[config.mk]
export PLATFORM = sky130hd
export DESIGN_NAME = mux_handshake_receiver_mc
export DESIGN_NICKNAME = d
export VERILOG_FILES = /design/src/rtl/mux_handshake_receiver_mc.sv
export SDC_FILE = /design/constraint.sdc
export NUM_CORES = 1
export LEC_CHECK = 0
export ABC_AREA = 1
export CAP_MARGIN = 30
export CELL_PAD_IN_SITES_DETAIL_PLACEMENT = 1
export CELL_PAD_IN_SITES_GLOBAL_PLACEMENT = 2
export CORE_UTILIZATION = 31
export CTS_CLUSTER_SIZE = 16
export DETAILED_ROUTE_END_ITERATION = 16
export GPL_TIMING_DRIVEN = 0
export PLACE_DENSITY_LB_ADDON = 0.1
export SETUP_SLACK_MARGIN = 0.3
export SYNTH_ARGS = -nofsm -noshare
export SYNTH_HDL_FRONTEND = slang
export SYNTH_SLANG_ARGS = --single-unit
[constraint.sdc]
create_clock -name i_clk -period 2.17 [get_ports i_clk]
set_input_delay 0.434 -clock i_clk [delete_from_list [all_inputs] [get_ports i_clk]]
set_output_delay 0.434 -clock i_clk [all_outputs]
set_load 0.01 [all_outputs]
[src/rtl/mux_handshake_receiver_mc.sv]
// Multi-channel receiving end of a 4-phase req/ack CDC handshake.
// Requests are synchronised, and captured words are merged round-robin into one valid/ready stream.
module mux_handshake_receiver_mc #(
    parameter  int SYNC_STAGES = 2,
    parameter  int DATA_WIDTH  = 8,
    parameter  int CHANNELS    = 4,
    localparam int CHAN_W      = (CHANNELS > 1) ? $clog2(CHANNELS) : 1
) (
    input  logic                           i_clk,
    input  logic                           i_arst_n,
    input  logic [CHANNELS-1:0]            i_req,
    input  logic [CHANNELS*DATA_WIDTH-1:0] i_data,
    output logic [CHANNELS-1:0]            o_ack,
    output logic                           o_valid,
    input  logic                           i_ready,
    output logic [DATA_WIDTH-1:0]          o_data,
    output logic [CHAN_W-1:0]              o_chan,
    output logic [CHANNELS-1:0]            o_err
);

    typedef enum logic [1:0] {
        ST_IDLE,
        ST_PEND,
        ST_ACK
    } state_e;

    logic [CHANNELS-1:0]   sync_q [SYNC_STAGES];
    logic [CHANNELS-1:0]   req_s;
    state_e                state_q [CHANNELS];
    state_e                state_d [CHANNELS];
    logic [DATA_WIDTH-1:0] hold_q  [CHANNELS];
    logic [CHANNELS-1:0]   err_q, err_d;
    logic [CHANNELS-1:0]   pend;
    logic [CHAN_W-1:0]     ptr_q;
    logic                  valid_q;
    logic [DATA_WIDTH-1:0] data_q;
    logic [CHAN_W-1:0]     chan_q;
    logic                  slot_free;
    logic                  grant_valid;
    logic [CHAN_W-1:0]     grant_idx;

    // Index arithmetic modulo CHANNELS without a divider: base < CHANNELS, offset <= CHANNELS.
    function automatic logic [CHAN_W-1:0] wrap_idx(input logic [CHAN_W-1:0] base, input int offset);
        int sum;
        sum = int'(base) + offset;
        if (sum >= CHANNELS) sum = sum - CHANNELS;
        return CHAN_W'(sum);
    endfunction

    // NOTE: every clocked process uses non-blocking assignments so all flops update from pre-edge values.
    always_ff @(posedge i_clk or negedge i_arst_n) begin
        if (!i_arst_n) begin
            for (int s = 0; s < SYNC_STAGES; s++) sync_q[s] <= '0;
        end else begin
            sync_q[0] <= i_req;
            for (int s = 1; s < SYNC_STAGES; s++) sync_q[s] <= sync_q[s-1];
        end
    end

    assign req_s     = sync_q[SYNC_STAGES-1];
    assign slot_free = ~valid_q | i_ready;

    always_comb begin
        for (int c = 0; c < CHANNELS; c++) pend[c] = (state_q[c] == ST_PEND);
    end

    // Round-robin search starting at the pointer; only grants when the output slot can take a word.
    always_comb begin
        grant_valid = 1'b0;
        grant_idx   = '0;
        if (slot_free) begin
            for (int i = 0; i < CHANNELS; i++) begin
                if (!grant_valid && pend[wrap_idx(ptr_q, i)]) begin
                    grant_valid = 1'b1;
                    grant_idx   = wrap_idx(ptr_q, i);
                end
            end
        end
    end

    // NOTE: next-state signals get a default before the case so no path leaves them unassigned (no latches).
    always_comb begin
        err_d = err_q;
        for (int c = 0; c < CHANNELS; c++) begin
            state_d[c] = state_q[c];
            case (state_q[c])
                ST_IDLE: if (req_s[c]) state_d[c] = ST_PEND;
                ST_PEND: begin
                    // A withdrawn request is flagged, but the captured word is still delivered.
                    if (!req_s[c]) err_d[c] = 1'b1;
                    if (grant_valid && grant_idx == CHAN_W'(c)) state_d[c] = ST_ACK;
                end
                ST_ACK:  if (!req_s[c]) state_d[c] = ST_IDLE;
                default: state_d[c] = ST_IDLE;
            endcase
        end
    end

    always_ff @(posedge i_clk or negedge i_arst_n) begin
        if (!i_arst_n) begin
            for (int c = 0; c < CHANNELS; c++) begin
                state_q[c] <= ST_IDLE;
                hold_q[c]  <= '0;
            end
            err_q <= '0;
        end else begin
            for (int c = 0; c < CHANNELS; c++) begin
                state_q[c] <= state_d[c];
                // i_data is sampled only once req_s is high, so the sender guarantees it is stable.
                if (state_q[c] == ST_IDLE && req_s[c]) hold_q[c] <= i_data[c*DATA_WIDTH +: DATA_WIDTH];
            end
            err_q <= err_d;
        end
    end

    always_ff @(posedge i_clk or negedge i_arst_n) begin
        if (!i_arst_n) begin
            valid_q <= 1'b0;
            data_q  <= '0;
            chan_q  <= '0;
            ptr_q   <= '0;
        end else if (slot_free) begin
            if (grant_valid) begin
                valid_q <= 1'b1;
                data_q  <= hold_q[grant_idx];
                chan_q  <= grant_idx;
                ptr_q   <= wrap_idx(grant_idx, 1);
            end else begin
                valid_q <= 1'b0;
            end
        end
    end

    always_comb begin
        for (int c = 0; c < CHANNELS; c++) o_ack[c] = (state_q[c] == ST_ACK);
    end

    assign o_valid = valid_q;
    assign o_data  = data_q;
    assign o_chan  = chan_q;
    assign o_err   = err_q;

endmodule

# Word level (Yosys, flattened, before mapping)
# Cells that the tools add are included.
# totals
regBits	65
inputBits	39
out_inout_bits	19
word_cells	145
# classes
n_addsub	9
order_cmp	10
n_eq_ne	23
n_mux	50
bitwise_logic	7
reduce_logical	28
# ops
operator	count
$mux W2	26
$pmux W2 S3	4
$bmux W8 S2	1
$mux W8	2
$ne A2 B2 Y1 const B	8
$ge A3 B3 Y1 const B	5
$mux W1	13
$eq A2 B2 Y1 const B	6
$lt A2 B3 Y1 const B	4
$reduce_and A3 Y1	4
$logic_and A1 B1 Y1	11
$eq A2 B1 Y1 const B	5
$logic_not A2 Y1	5
$reduce_and A2 Y1	5
$sub A2 B1 Y2 const B	5
$bmux W1 S2	4
$ne A2 B1 Y1 const B	4
$add A2 B1 Y3 const B	2
$add A2 B2 Y3 const B	2
$not A1 Y1	5
$ge A2 B3 Y1 const B	1
$logic_not A1 Y1	3
$not A2 Y3	1
$or A1 B1 Y1	1

# Longest topological paths before layout
# depth
word_depth	23
ltp_mapped	16

# Worst setup path before layout
# No wires, ideal clock.
# synth_timing
path_kind	reg2reg
startpoint	reg ptr_q[0]
endpoint	reg data_q[4], in the netlist o_data[4]
setup_ns	0.117
arrival_ns	1.671
t_required_ns	2.053
setup_slack_ns	0.383
stages_incl_launch_ff	16
n_path_buf	1
period_less_slack_ns	1.787
cell_sequence	dfrtp_1 -> inv_2 -> nand2_1 -> nand2_1 -> nand3_1 -> nand2_2 -> nand2_2 -> a21oi_4 -> nand2_2 -> buf_6 -> nand2_1 -> nand2_1 -> nand2_1 -> nand2_1 -> nand2_1 -> nand2_1
# synth_via
elab_chain_len	23
word_cells_on_any_way	51
cone_classes	add/sub: 7; order compare: 4; mux: 32; bitwise: 1; reduce/logical: 7
# synth_lines
element	line	rtl
from (decl)	34	logic [CHAN_W-1:0] ptr_q;
from (signal assigned)	127	ptr_q <= wrap_idx(grant_idx, 1);
$ge A2 B3 Y1 or $sub A2 B1 Y2 (tied branches)	46	if (sum >= CHANNELS) sum = sum - CHANNELS;
$mux W2	46	
$mux W2	71	if (slot_free) begin
$bmux W1 S2	73	if (!grant_valid && pend[wrap_idx(ptr_q, i)]) begin
$mux W1 (not written as such)	73	
$mux W1	73	
$mux W1	71	
$logic_not A1 Y1	73	
[... 6 more ...]	-	
$mux W1	71	
$logic_not A1 Y1	73	
$logic_and A1 B1 Y1	73	
$mux W2	73	
$mux W2	71	
$not A2 Y3 (not written as such)	125	data_q <= hold_q[grant_idx];
$bmux W8 S2	125	
$mux W8 (not written as such) (2 in series)	125	
to (signal assigned)	125	
to (decl)	36	logic [DATA_WIDTH-1:0] data_q;
# Parallel ways exist; a longest one is shown, timed or not. The select of a mux whose other input is x is not followed.
# A chain may end at the register's enable or synchronous reset.

# Worst setup path after layout
# layout_timing
startpoint	reg state_q[5] in the netlist's numbering
endpoint	reg data_q[6], in the netlist o_data[6]
# layout_via
elab_chain_len	21
word_cells_on_any_way	33
cone_classes	eq/ne: 1; mux: 24; bitwise: 1; reduce/logical: 7
# layout_lines
element	line	rtl
from (decl)	29	state_e state_q [CHANNELS];
from (signal, indexed assignment)	108	state_q[c] <= state_d[c];
$eq A2 B1 Y1 *	64	for (int c = 0; c < CHANNELS; c++) pend[c] = (state_q[c] == ST_PEND);
$bmux W1 S2	73	
$mux W1 (not written as such)	73	
$mux W1	73	
$mux W1	71	
$logic_not A1 Y1	73	
$logic_and A1 B1 Y1	73	
$mux W1	73	
[... 4 more ...]	-	
$mux W1	71	
$logic_not A1 Y1	73	
$logic_and A1 B1 Y1	73	
$mux W2	73	
$mux W2	71	
$not A2 Y3 (not written as such)	125	
$bmux W8 S2	125	
$mux W8 (not written as such) (2 in series)	125	
# Mark *: on every way between the ends. The rest lies on a longest branch, timed or not. The select of a mux whose other input is x is not followed.

==> summary.md <==
| Metric | Value |
|---|---|
| Pre-CTS setup slack | `-86.9 ps` |
| Grt ovf | `0` |
| Post-synthesis net count | `350` |
| GR Util All Layers | `18.1%` |
| Num CTS Buffers | `9` |
| GPL Wtd Cong | `0.747` |
| Seq/Total Area, Yosys | `55.6%` |
| Slew Limit Headroom | `44.4%` |
| Number of enable flip-flop cells after synthesis | `0` |
| Initial drt markers | `70` |
| Layout area overhead | `49.9%` |
| Initial core utilization | `31.8%` |
| Drc violations | `0` |
| NetSw | `3.72 mW` |
| Die H | `99.2 um` |
| Worst-Margin Slew | `834 ps` |
| Fin cells | `520` |
| Total number of vias | `2479` |
| Final setup viols | `0` |
| Synth area leaders | `dfrtp_1 56%, nand2_1 16%, mux2_2 12%` |
| Deepest clock path buffer count | `2` |
| Power per cell area | `1930 nW/um^2` |
| Clk sink count | `65` |
| Area leader, netlist | `dfrtp_1` |
| First-pass GRT wire length | `13.3 mm` |
| Synth cell types | `21` |
| Synthesized instance count | `311` |
| Most frequent cell after synthesis | `nand2_1` |
| Outcome | `completed` |
| Full die area | `9830 sq um` |
| Max capacitance violation total | `0` |
| TritonCTS clock tree | `done` |
| Clock skew | `7.50 ps` |
| Pleak | `2.06 nW` |
| Final HPWL DP | `5.23 mm` |
| Flop pwr share | `24.8%` |
| Antenna violations before repair | `0` |
| FMAX | `524 MHz` |
| Worst-path clk slew | `70 ps` |
| Pre-Repair DR Iteration Count | `4` |
| Routed wire length per instance | `15.6 um` |
| Site Rows | `35` |
| Later-pin clock latency in the skew report | `340 ps` |
| Crit path required time | `2400 ps` |
| Die Wd | `99.2 um` |
| Switching Fraction | `44.0%` |
| Clock power frac | `12.0%` |
| Final period util | `88.0%` |
| H-tree depth | `3` |
| Port Buf Inserts | `57` |
| Ys flop type | `dfrtp_1` |
| Minimum clock period | `1910 ps` |
| Synthesized area | `2930 sq um` |
| Vias in the first global route | `2632` |
| Unrepaired setup endpoints after global routing | `yes` |
| Final nets | `443` |
| Share of cells above drive strength 1 | `39.9%` |
| Power share of the combinational group | `63.2%` |
| Crit path kind | `flop to flop` |
| Io pins | `58` |
| Max FO, Critical Path | `5` |
| Seq cells post-synth | `65` |
| Placed cells | `479` |
| Max Transition Viols Final | `0` |
| Post-layout worst setup margin | `261 ps` |
| CTS root buf | `clkbuf_8` |
| CP Capture Type | `flop` |
| Int Pwr | `4.73 mW` |
| Pin count of the biggest net entering global routing | `66` |
| Routed vias/inst | `4.77` |
| FILL cells | `1049` |
| HP Class | `primary input to async pin` |
| CP Launch Type | `flop` |
| Most frequent cells after synthesis | `126 x nand2_1, 65 x dfrtp_1, 34 x nand3_1` |
| Top-area cell type share of the netlist area | `55.6%` |
| Ys Warns | `0` |
| Worst VDD drop | `0.635 mV` |
| Final hold violations | `0` |
| Syn avg cell area | `9.41 sq um` |
| Core ar. | `9200 sq um` |
| Async SR Flop Fraction | `100%` |
| Post-DRT Antenna Nets | `0` |
| ANT cells | `0` |
| Arrival time worst endpoint | `2140 ps` |
| Final wirelength | `8.10 mm` |
[cell usage in the layout, fill, tap and decap left out, types with 2 or more instances in the layout]
cell             synthesis  layout
buf_4                    2      18
buf_6                    3      13
buf_8                    0       2
clkbuf_1                 1       3
clkbuf_8                 0      10
clkdlybuf4s50_1          0      52
clkinv_2                 0       2
dfrtp_1                 65      64
dlygate4sd2_1            0       4
inv_1                   16      10
inv_2                    1       5
mux2_2                  32      32
nand2_1                126      76
nand2_2                  3      39
nand2_4                  0      14
nand3_1                 34      21
nand3_2                  2      11
nand3_4                  0       4
nand4_1                  2       2
nor2_1                  10       7
nor2_2                   0       2
nor3_1                   2       2
o21ai_1                  1       2
o21ai_2                  0       2
o21bai_1                 2       2
or2_2                    2       2
[area by class of cell]
| type | count | area [sq um] | share of cell area, % |
|---|---|---|---|
| plain buffers | 8 | 90.1 | 2.05 |
| repair buffers | 82 | 785 | 17.9 |
| flip-flops and latches | 65 | 1630 | 37.1 |
| multi-input cells | 221 | 1480 | 33.8 |
| inverters | 17 | 71.3 | 1.63 |
| well taps | 111 | 139 | 3.17 |
| clock inverters | 3 | 40.0 | 0.913 |
| clock buffers | 13 | 149 | 3.40 |
[layer usage]
layer,routed length (um),part of all wire (%),GRT usage (%)
met1,3520,44,22.3
met2,4230,52,31.5
met3,175,2.2,3.16
met4,167,2.1,7.47
met5,0,0,0
[repair_timing]
item | in CTS | in global routing
gates resized for setup | 51 | 78
setup endpoints to repair | 25 | 20
hold buffers | 0 | 0
pin swaps | 16 | 38
cloned | 4 | 0
buffers inserted | 14 | 7
[cell families after synthesis]
family                 share of synthesized area, %
and+or+nand+nor                                25.8
muxes                                          12.3
AOI/OAI and AO/OA                              2.01
buffers and inverters                          4.32
DFF                                            55.6
[final timing paths]
check,startpoint,end,slack (ps),depth (start not counted)
min in group i_clk,sync_q[6],req_s[2],350,0
min,i_arst_n,req_s[1],190,1
min reg2reg,sync_q[6],req_s[2],350,0
max,state_q[5],o_data[6],260,15
max in group asynchronous,i_arst_n,ptr_q[0],1400,1
max reg2reg,state_q[5],o_data[6],260,15
[sequential cells by signal, summed over array words and instances (netlist names)]
| register | flops |
|---|---|
| o_data | 8 |
| sync_q | 4 |
| o_valid | 1 |
| hold_q | 32 |
| state_q | 8 |
| ptr_q | 2 |
| o_err | 4 |
| req_s | 4 |
| o_chan | 2 |
[worst max-delay path, cell delays in order (launching register included)]
cell and delay [ps]:
dfrtp_1 380, inv_1 170, nand3_2 110, nand2_4 120, nand2_2 80, nand2_4 80
nand2_4 50, a21oi_4 210, nand2_4 110, buf_8 160, nand2_2 60, nand2_2 60
nand2_2 70, nand2_2 40, nand2_1 60, nand2_1 50
[power by group through the flow]
stage | Combinational [mW] | Clock (mW) | Sequential, mW
after global routing | 5.90 | 1.11 | 2.17
final | 5.34 | 1.01 | 2.10
after floorplan | 2.45 | 0 | 2.03
after detailed placement | 3.60 | 0 | 2.08
after CTS | 4.54 | 1.05 | 2.06
after global placement | 3.55 | 0 | 2.06
[metrics by stage]
stage	hold slack (ps)	cell area, sq um	power, mW	utilization (%)	TNS, ps
after floorplan	138	2930	4.48	-	0
after global placement	334	3640	5.62	39.5	-107670
after detailed placement	336	3630	5.68	39.5	-620
after CTS	229	4100	7.64	44.5	0
after global routing	251	4390	9.18	47.7	0
final	193	4390	8.46	47.7	0
No activity file was read; power rests on OpenSTA's default activity.
